`src/rtl/conv_window_gen.sv`:
```
// Sliding KxK window generator for a raster-order greyscale pixel stream.
// Buffers K-1 rows and emits one registered window per accepted pixel once K rows are available.
module conv_window_gen #(
  parameter int IMG_DIM  = 30,
  parameter int K        = 3,
  parameter int GS_BITS  = 8,
  parameter int POS_BITS = 5
) (
  input  logic                      clk,
  input  logic                      rst,
  input  logic [GS_BITS-1:0]        pixel_i,
  input  logic                      pixel_i_valid,
  output logic [K*K*GS_BITS-1:0]    win_o,
  output logic                      win_o_valid,
  output logic [POS_BITS-1:0]       win_row_o,
  output logic [POS_BITS-1:0]       win_col_o,
  output logic                      frame_done_o,
  output logic                      dbg_state_o
);

  // Stream protocol: valid-only, no ready. Every pixel with pixel_i_valid high is consumed
  // on that edge, and the consumer must take every cycle in which win_o_valid is high.

  localparam int CNT_W = (IMG_DIM > 1) ? $clog2(IMG_DIM) : 1;
  localparam int WIN_W = K * K * GS_BITS;
  localparam logic [CNT_W-1:0] LAST = CNT_W'(IMG_DIM - 1);
  localparam logic [CNT_W-1:0] KM1  = CNT_W'(K - 1);
  localparam logic [CNT_W-1:0] KM2  = CNT_W'(K - 2);
  localparam logic [CNT_W-1:0] ONE  = CNT_W'(1);

  typedef enum logic {
    FILL   = 1'b0,
    STREAM = 1'b1
  } state_t;

  state_t             state;
  logic [CNT_W-1:0]   row_cnt;
  logic [CNT_W-1:0]   col_cnt;
  logic [GS_BITS-1:0] mem [K-1][IMG_DIM];
  logic [WIN_W-1:0]   taps_q;
  logic [GS_BITS-1:0] new_col [K];
  logic [WIN_W-1:0]   win_next;
  logic               last_col;
  logic               last_pix;
  logic               emit;
  logic [CNT_W-1:0]   row_off;
  logic [CNT_W-1:0]   col_off;

  assign last_col    = (col_cnt == LAST);
  assign last_pix    = last_col && (row_cnt == LAST);
  assign emit        = pixel_i_valid && (state == STREAM) && (col_cnt >= KM1);
  assign row_off     = row_cnt - KM1;
  assign col_off     = col_cnt - KM1;
  assign dbg_state_o = state;

  // mem[r] holds the row that is K-1-r rows above the incoming one, indexed by column.
  always_comb begin
    new_col[K-1] = pixel_i;
    for (int r = 0; r < K - 1; r++) begin
      new_col[r] = mem[r][col_cnt];
    end
  end

  always_comb begin
    win_next = '0;
    for (int r = 0; r < K; r++) begin
      for (int c = 0; c < K - 1; c++) begin
        win_next[(r*K+c)*GS_BITS +: GS_BITS] = taps_q[(r*K+c+1)*GS_BITS +: GS_BITS];
      end
      win_next[(r*K+K-1)*GS_BITS +: GS_BITS] = new_col[r];
    end
  end

  // Storage is deliberately unreset: FILL blocks emission until every tap holds current-frame data.
  always_ff @(posedge clk) begin
    if (pixel_i_valid) begin
      taps_q <= win_next;
      for (int r = 0; r < K - 1; r++) begin
        mem[r][col_cnt] <= new_col[r+1];
      end
    end
  end

  always_ff @(posedge clk or posedge rst) begin
    if (rst) begin
      state        <= FILL;
      row_cnt      <= '0;
      col_cnt      <= '0;
      win_o        <= '0;
      win_o_valid  <= 1'b0;
      win_row_o    <= '0;
      win_col_o    <= '0;
      frame_done_o <= 1'b0;
    end else begin
      win_o_valid  <= emit;
      frame_done_o <= emit && last_pix;
      if (emit) begin
        win_o     <= win_next;
        win_row_o <= POS_BITS'(row_off);
        win_col_o <= POS_BITS'(col_off);
      end
      if (pixel_i_valid) begin
        if (last_col) begin
          col_cnt <= '0;
          row_cnt <= last_pix ? '0 : row_cnt + ONE;
        end else begin
          col_cnt <= col_cnt + ONE;
        end
        case (state)
          FILL:    if (last_col && (row_cnt == KM2)) state <= STREAM;
          STREAM:  if (last_pix) state <= FILL;
          default: state <= FILL;
        endcase
      end
    end
  end

endmodule

```
`config.mk`:
```
export PLATFORM = sky130hd
export DESIGN_NAME = conv_window_gen
export DESIGN_NICKNAME = d
export VERILOG_FILES = /design/src/rtl/conv_window_gen.sv
export SDC_FILE = /design/constraint.sdc
export NUM_CORES = 1
export LEC_CHECK = 0
export ABC_AREA = 1
export CELL_PAD_IN_SITES_DETAIL_PLACEMENT = 0
export CELL_PAD_IN_SITES_GLOBAL_PLACEMENT = 1
export CORE_ASPECT_RATIO = 0.9
export CORE_UTILIZATION = 30
export CTS_BUF_LIST = sky130_fd_sc_hd__clkbuf_8
export DETAILED_ROUTE_END_ITERATION = 8
export PLACE_DENSITY = 0.52
export SLEW_MARGIN = 20
export SYNTH_ARGS = -nofsm -noshare
export SYNTH_HDL_FRONTEND = slang
export SYNTH_SLANG_ARGS = --single-unit
```
`constraint.sdc`:
```
create_clock -name clk -period 3.5 [get_ports clk]
set_input_delay 0.35 -clock clk [delete_from_list [all_inputs] [get_ports clk]]
set_output_delay 0.35 -clock clk [all_outputs]
set_load 0.02 [all_outputs]
```
# == Yosys cells after proc, flatten, opt, wreduce, memory -nomap -nowiden ==
# Memory sizes are Yosys's and may differ from the RTL's.
# Cells that the tools add are included.
# totals
reg_bits,167
mem_bits_rw,480
input_bits,11
output_inout_bits,85
word_cells,44
n_memories,1
# classes
addsub,4
magnitude_cmp,3
eq_ne,3
mux,15
bitwise,2
n_reduce_logical,7
# memory_table
name,words,width,read_ports,rd_ports_with_merged_regs,wr,line_no,rtl
mem,2,240,2,0,2,39,logic [GS_BITS-1:0] mem [K-1][IMG_DIM];
# op_table
operator,n
$mux W240,1
$bmux W8 S5,2
$demux W8 S5,1
$mux W8,5
$add A5 B1 Y5 const B,2
$eq A5 B5 Y1 const B,2
$mux W5,2
$sub A5 B2 Y5 const B,2
$ge A6 B6 Y1 const B,1
$logic_and A1 B1 Y1,6
$lt A6 B1 Y1 const B,1
$not A5 Y6,1
$eq A5 B1 Y1 const B,1
$ge A5 B2 Y1 const B,1
$mux W1,3
$pmux W1 S2,1
$reduce_and A2 Y1,1
$not A1 Y1,1

# == Longest topological paths before layout ==
# Gate-level depths: netlist (run 1).
# logic_depth
word_depth,6
ltp_mapped,13
ltp_nobuf,10

# == Worst setup path after synthesis (run 1) ==
# No wires, ideal clock.
# synth_path
kind,reg-to-reg
start,reg col_cnt[1]
end,"mem mem[0][192] (netlist bit), enable pin"
setup_time_ns,0.388
arrival_ns,2.067
required_time_ns,3.112
slack_ns,1.045
stages_incl_launch_ff,8
n_path_buf,3
synth_period_minus_slack_ns,2.455
cell_sequence,dfrtp_1 > buf_4 > inv_4 > buf_4 > buf_2 > ha_1 > nand2_1 > nor2_1
# synth_lines
item,line_no,rtl
from (decl),38,logic [CNT_W-1:0] col_cnt;
from (signal assigned),107,col_cnt <= col_cnt + ONE;
to (decl),39,

==> results of run 1 <==
## routing by layer
layer | routed length (microns) | share of wire | track usage | vias up
met1 | 35690 | 0.46 | 0.2380 | 8553
li1 | - | - | - | 8607
met3 | 3301 | 0.043 | 0.03479 | 118
met5 | 0 | 0 | 0 | -
met4 | 1644 | 0.021 | 0.04782 | 0
met2 | 36180 | 0.47 | 0.2798 | 309
## critical path: cells and delay by family, from the launching register on
| family | cells | cell delay, ns |
|---|---|---|
| DFF | 1 | 0.53 |
| and+or+nand+nor | 7 | 0.93 |
| buffers and inverters | 3 | 0.86 |
## through the flow
stage / instance area [sq um] / utilization / std cells
6_report: 31150 / 0.3555 / 4061
5_1_grt: 31150 / 0.3555 / 4059
4_1_cts: 31140 / 0.3554 / 4057
3_5_place_dp: 29150 / 0.3326 / 3855
3_3_place_gp: 29150 / 0.3326 / 3855
2_1_floorplan: 26490 / - / 2617
## cell usage in the layout, fill, tap and decap left out, types with 2 or more instances in the layout
cell type,synthesis,layout
xnor2_1,2,2
dfrtp_4,0,2
xor2_1,3,3
inv_1,468,514
dfrtp_1,95,93
clkinv_1,0,24
diode_2,0,4
buf_2,58,6
nand2_1,1057,1056
nor2_4,6,6
ha_1,10,10
buf_12,0,15
inv_2,3,3
inv_4,3,3
nand4_1,4,4
clkbuf_8,0,115
a21oi_1,5,5
clkinv_2,0,9
nor2_2,2,2
inv_6,0,4
nand2_2,2,3
nor2_1,65,65
edfxtp_1,528,528
clkdlybuf4s50_1,0,89
inv_12,0,2
o21ai_0,17,17
nand3_1,233,233
buf_4,36,81
## path summary, 6_finish.rpt
kind	from	endpoint	slack (ns)	cells after the start
setup / recovery	col_cnt[0]	mem[0][197]	0.87	10
hold / removal	rst	win_o[27]	0.13	2
setup reg to reg	col_cnt[0]	mem[0][197]	0.87	10
hold reg to reg	taps_q[8]	win_o[0]	0.43	2
max in group asynchronous	rst	win_o[71]	2.53	3
min in group clk	pixel_i_valid	taps_q[19]	0.20	2
## area by class of cell
type                            instances  area [sq um]
Inverter                              474          1792
Tap cell                             1155          1445
Sequential cell                       623         18240
Clock inverter                         87         416.7
Clock buffer                          115          1583
Fill cell                            8876         56480
Multi-Input combinational cell       1412          5839
Antenna cell                            4         10.01
Timing Repair Buffer                  191          1829
## registers in the layout (all words and copies together), names as in the netlist
signal,flops
win_o,72
win_row_o,5
dbg_state_o,1
taps_q,48
mem,480
row_cnt,5
win_col_o,5
frame_done_o,1
win_o_valid,1
col_cnt,5
## cell families (layout without fill, tap and decap cells)
family / count (synthesis) / in the layout / share of synthesized area
AOI/OAI and AO/OA: 22 / 22 / 0.004157
buffers and inverters: 582 / 867 / 0.09145
adders and majority gates: 10 / 10 / 0.004724
xor gates and xnor gates: 5 / 5 / 0.001654
other: 0 / 4 / 0
DFF: 623 / 623 / 0.6884
and+or+nand+nor: 1375 / 1375 / 0.2096
## power by group
part	internal (W)	leakage [nW]	switching (W)
Clock	0.00312	1.20	0.00308
Combinational	0.00247	6.96	0.00596
Sequential	0.0102	5.97	0.000543
Total	0.0158	14.1	0.00959
==> reports/qor.csv, run 1 <==
metric;value;unit
netlist_top_cells_count;nand2_1, edfxtp_1, inv_1, nand3_1, dfrtp_1;
synth-seq-cells;623;
cts_setup_buffers;0;
clk_path_buf_depth;3;
drt-total-wl;76810;microns
tightest_slew;1.014;ns
clock-root-buffer;clkbuf_8;
grt_usage;0.1742;
synth_nets;2638;
setup_tns;0;ns
synth_warnings;0;
grt_remaining_overflow;0;
synthFlopType;edfxtp_1;
crit_type;register to register;
drive_above_1_share;0.08856;
grt_max_degree;97;
holdWs;0.1331;ns
syn_inst;2617;
p_leak;14.13;nW
syn_area;26490;sq um
yosysSeqAreaShare;0.6884;
path_clk_slew;0.06;ns
slew_viol_final;0;
htreeDepth;3;
clkLatencyLatePin;0.75;ns
finalWeightedCongestion;0.7806;
async_flop_share;0.1525;
fmax;379.9;MHz
netlist.area_leader.share;0.5986;
final-hold-violation-count;0;
synth_area_leaders;edfxtp_1, nand2_1, dfrtp_1;
start_util;0.3022;
drtIter0Drc;1137;
max_slew_margin;0.3237;
worst_setup_path_start_kind;register;
rsz0062_at_grt;false;
core_area;87630;sq um
fin_nets;2832;
timing.final.ws_setup;0.8679;ns
grt_pass1_vias;17690;
routedWlPerCell;18.91;microns
syn2layout_area_growth;17.62;%
fin_crit_sh;0.7520;
die_y;283.9;microns
finalSetupViolations;0;
hold_path_class;input pin to async pin;
pre_cts_ws;0.9135;ns
drtAntennaViolNets;0;
cp_slowest_stage_delay;0.53;ns
tritoncts;built;
routed_via_density;4.331;
place_hpwl;45970;microns
die-area;89480;sq um
die_w;315.2;microns
ios;96;
num_rows;103;
path_max_fanout;30;
total_power;0.02539;W
route.vias.total;17590;
fin_crit;2.632;ns
status;finished with violations;
synth-edff-count;528;
synth_cell_types;27;
clock_skew;0.05267;ns
critPathCaptureType;register;
firstDrtPassIters;7;
crit_arrival;3.10;ns
ir_drop;0.0004739;V
synth_top_area_cell;edfxtp_1;
cp_common_cell;nand2_1;
antenna_found_initial;4;
avgSynthCellArea;10.12;sq um
drc;12;
clock-sinks;623;
cp_cell_sequence;inv_6 -> buf_4 -> nand2_1 -> nand3_1 -> nand2_1 -> nand2_1 -> nand2_1 -> nor2_1 -> nand2_1 -> buf_12;
synth.most_common_cell;nand2_1;
required;3.97;ns
hold_buffers;0;
cts_resized;0;
cts_inserted_buffers;109;
grt_pass1_wl;114700;microns
power.density;815.1;nW/um^2
max_cap_violations;0;
port_buffers;95;
crit_slowest_cell;dfrtp_4;
failed_checks;design-rule violations;
Power figures use the tool's default switching activity.
==> run 2: changes to the inputs <==
Settings changed: PLACE_DENSITY 0.52 to 0.54.
Clock period 3.5 ns to 2.1 ns, I/O delays scaled along.
==> reports/qor.csv, run 2 (synthesized netlist as in run 1, its figures left out) <==
metric;value;unit;change
fmax;453.7;MHz;+19%
htreeDepth;3;;unchanged
place_inst;3937;;+2.1%
max_cap_violations;0;;unchanged
crit_slowest_cell;dfrtp_4;;
crit_arrival;2.67;ns;-0.43 ns
path_delay_family;simple AND/OR/NAND/NOR gates;;
clock-root-buffer;clkbuf_8;;
hold_path_class;input pin to register;;
start_util;0.3022;;unchanged
clk_path_buf_depth;3;;unchanged
regMostFlops;mem;;
tightest_slew;0.5723;ns;-0.4422 ns
ios;96;;unchanged
worst_setup_path_start_kind;register;;
grt_usage;0.1769;;+0.002722
slew_viol_final;0;;unchanged
path_clk_slew;0.06;ns;about the same
drtIter0Drc;1199;;+5.5%
r2r_end;mem[0][142];;
reg_top3;mem: 480 flops, win_o: 72 flops, taps_q: 48 flops;;
crit_type;register to register;;
finalSetupViolations;261;;+261
clkLatencyLatePin;0.76;ns;about the same
cp_cell_sequence;clkinv_8 -> buf_12 -> buf_12 -> nand2_1 -> nand3_1 -> nand2_1 -> nand2_1 -> nand2_2 -> nor2_4 -> nand2_8 -> clkbuf_16;;
die-area;89480;sq um;unchanged
cts_inserted_buffers;106;;-2.8%
die_w;315.2;microns;unchanged
firstDrtPassIters;7;;unchanged
cp_slowest_stage_delay;0.59;ns;+0.06 ns
critPathCaptureType;register;;
p_leak;15.01;nW;+6.2%
status;finished with violations;;
mostFrequentLayoutCell;nand2_1;;
drt-total-wl;79780;microns;+3.9%
route.vias.total;18170;;+3.3%
r2r_setup_slack;-0.10;ns;-0.97 ns
place_hpwl;47930;microns;+4.3%
r2r_start;col_cnt[0];;
power.density;1367;nW/um^2;+68%
drive_above_1_share;0.1411;;+0.05259
fin_cells;4163;;+2.5%
routed_via_density;4.365;;+0.78%
largest_reg_flops;480;;unchanged
syn2layout_area_growth;25.64;%;
drc;20;;+8
timing.final.ws_setup;-0.1039;ns;-0.9718 ns
whs_path_depth;2;;
fin_crit;2.204;ns;-0.4282 ns
max_slew_margin;0.6185;;+0.2948
clock_skew;0.05682;ns;+0.004154 ns
final-hold-violation-count;0;;unchanged
drtAntennaViolNets;0;;unchanged
port_buffers;95;;unchanged
rsz0062_at_grt;true;;
fin_crit_sh;1.049;;+0.2975
core_area;87630;sq um;unchanged
final_cell_mix;nand2_1, edfxtp_1, inv_1, nand3_1, clkbuf_8;;
cp_num_buf_inv;4;;+1
clock-sinks;623;;unchanged
routedWlPerCell;19.16;microns;+1.3%
fin_nets;2937;;+3.7%
tritoncts;built;;
grt_max_degree;93;;-4.1%
grt_pass1_vias;18460;;+4.4%
grt_pass1_wl;117400;microns;+2.3%
fin_util;0.3797;;+0.02421
finalWeightedCongestion;0.7709;;-1.2%
r2r_cells;11;;+1
die_y;283.9;microns;unchanged
num_rows;103;;unchanged
path_max_fanout;9;;-70%
hp-start;pixel_i[3];;
ir_drop;0.0008292;V;+75%
required;2.56;ns;-1.41 ns
cp_common_cell;nand2_1;;
hold_path_end;mem[0][267];;
antenna_found_initial;7;;+3
grt_remaining_overflow;0;;unchanged
failed_checks;design-rule violations, negative setup slack;;
[run 2: routing by layer]
metal  global-route usage  vias up  wire length [microns]
li1                     -     8806                      -
met1               0.2423     8848                  36810
met2               0.2849      394                  37300
met3              0.03223      122                   3768
met4              0.05036        0                   1899
met5                    0        -                      0
[run 2: power breakdown]
part           switching (W)  total [W]  internal (W)
logic                 0.0112     0.0177       0.00651
registers           0.000829     0.0178        0.0170
clock network        0.00502    0.00991       0.00489
total                 0.0171     0.0455        0.0284
[run 2: worst max-delay path by stage]
stage,from,endpoint,slack [ns],depth (start not counted)
2_1_floorplan,col_cnt[0],mem[0][136],-0.33,7
3_3_place_gp,col_cnt[0],mem[0][88],-0.34,10
3_5_place_dp,col_cnt[0],mem[0][80],-0.34,10
4_1_cts,col_cnt[0],taps_q[16],-0.09,10
5_1_grt,col_cnt[0],mem[0][10],-0.18,11
6_report,col_cnt[0],mem[0][142],-0.10,11
[run 2: area by class of cell]
class / count / area [sq um]
Fill cell: 8779 / 54360
Sequential cell: 623 / 18240
Multi-Input combinational cell: 1412 / 6132
Timing Repair Buffer: 298 / 3726
Inverter: 474 / 1805
Clock buffer: 111 / 1528
Tap cell: 1155 / 1445
Clock inverter: 85 / 374.1
Timing Repair inverter: 1 / 16.27
Antenna cell: 4 / 10.01
[run 2: stage by stage]
step	setup WS [ns]	total power (W)	TNS, ns	cell area (sq um)	hold slack (ns)
CTS	-0.09345	0.04503	-17.39	32860	0.05915
floorplan	-0.3296	0.02522	-86.93	26550	0.3089
finish	-0.1039	0.04549	-9.879	33280	0.1196
global route	-0.1775	0.04800	-56.31	33270	0.07110
global placement	-0.3438	0.03371	-97.80	30360	0.4258
detailed placement	-0.3373	0.03376	-101.35	30360	0.4274
[run 2: worst reg2reg max path, delay by kind of cell (launching register included)]
| family | cells | cell delay (ns) |
|---|---|---|
| buffers and inverters | 4 | 0.59 |
| DFF | 1 | 0.59 |
| and+or+nand+nor | 7 | 0.77 |
[run 2: timing repair]
| action | CTS | global route |
|---|---|---|
| gates cloned | 8 | 9 |
| pin swaps | 2 | 9 |
| hold endpoints to repair | 99 | 0 |
| endpoints found under the setup margin | 709 | 773 |
| resized for setup | 90 | 50 |
| buffers inserted | 3 | 5 |
| hold buffers | 2 | 0 |
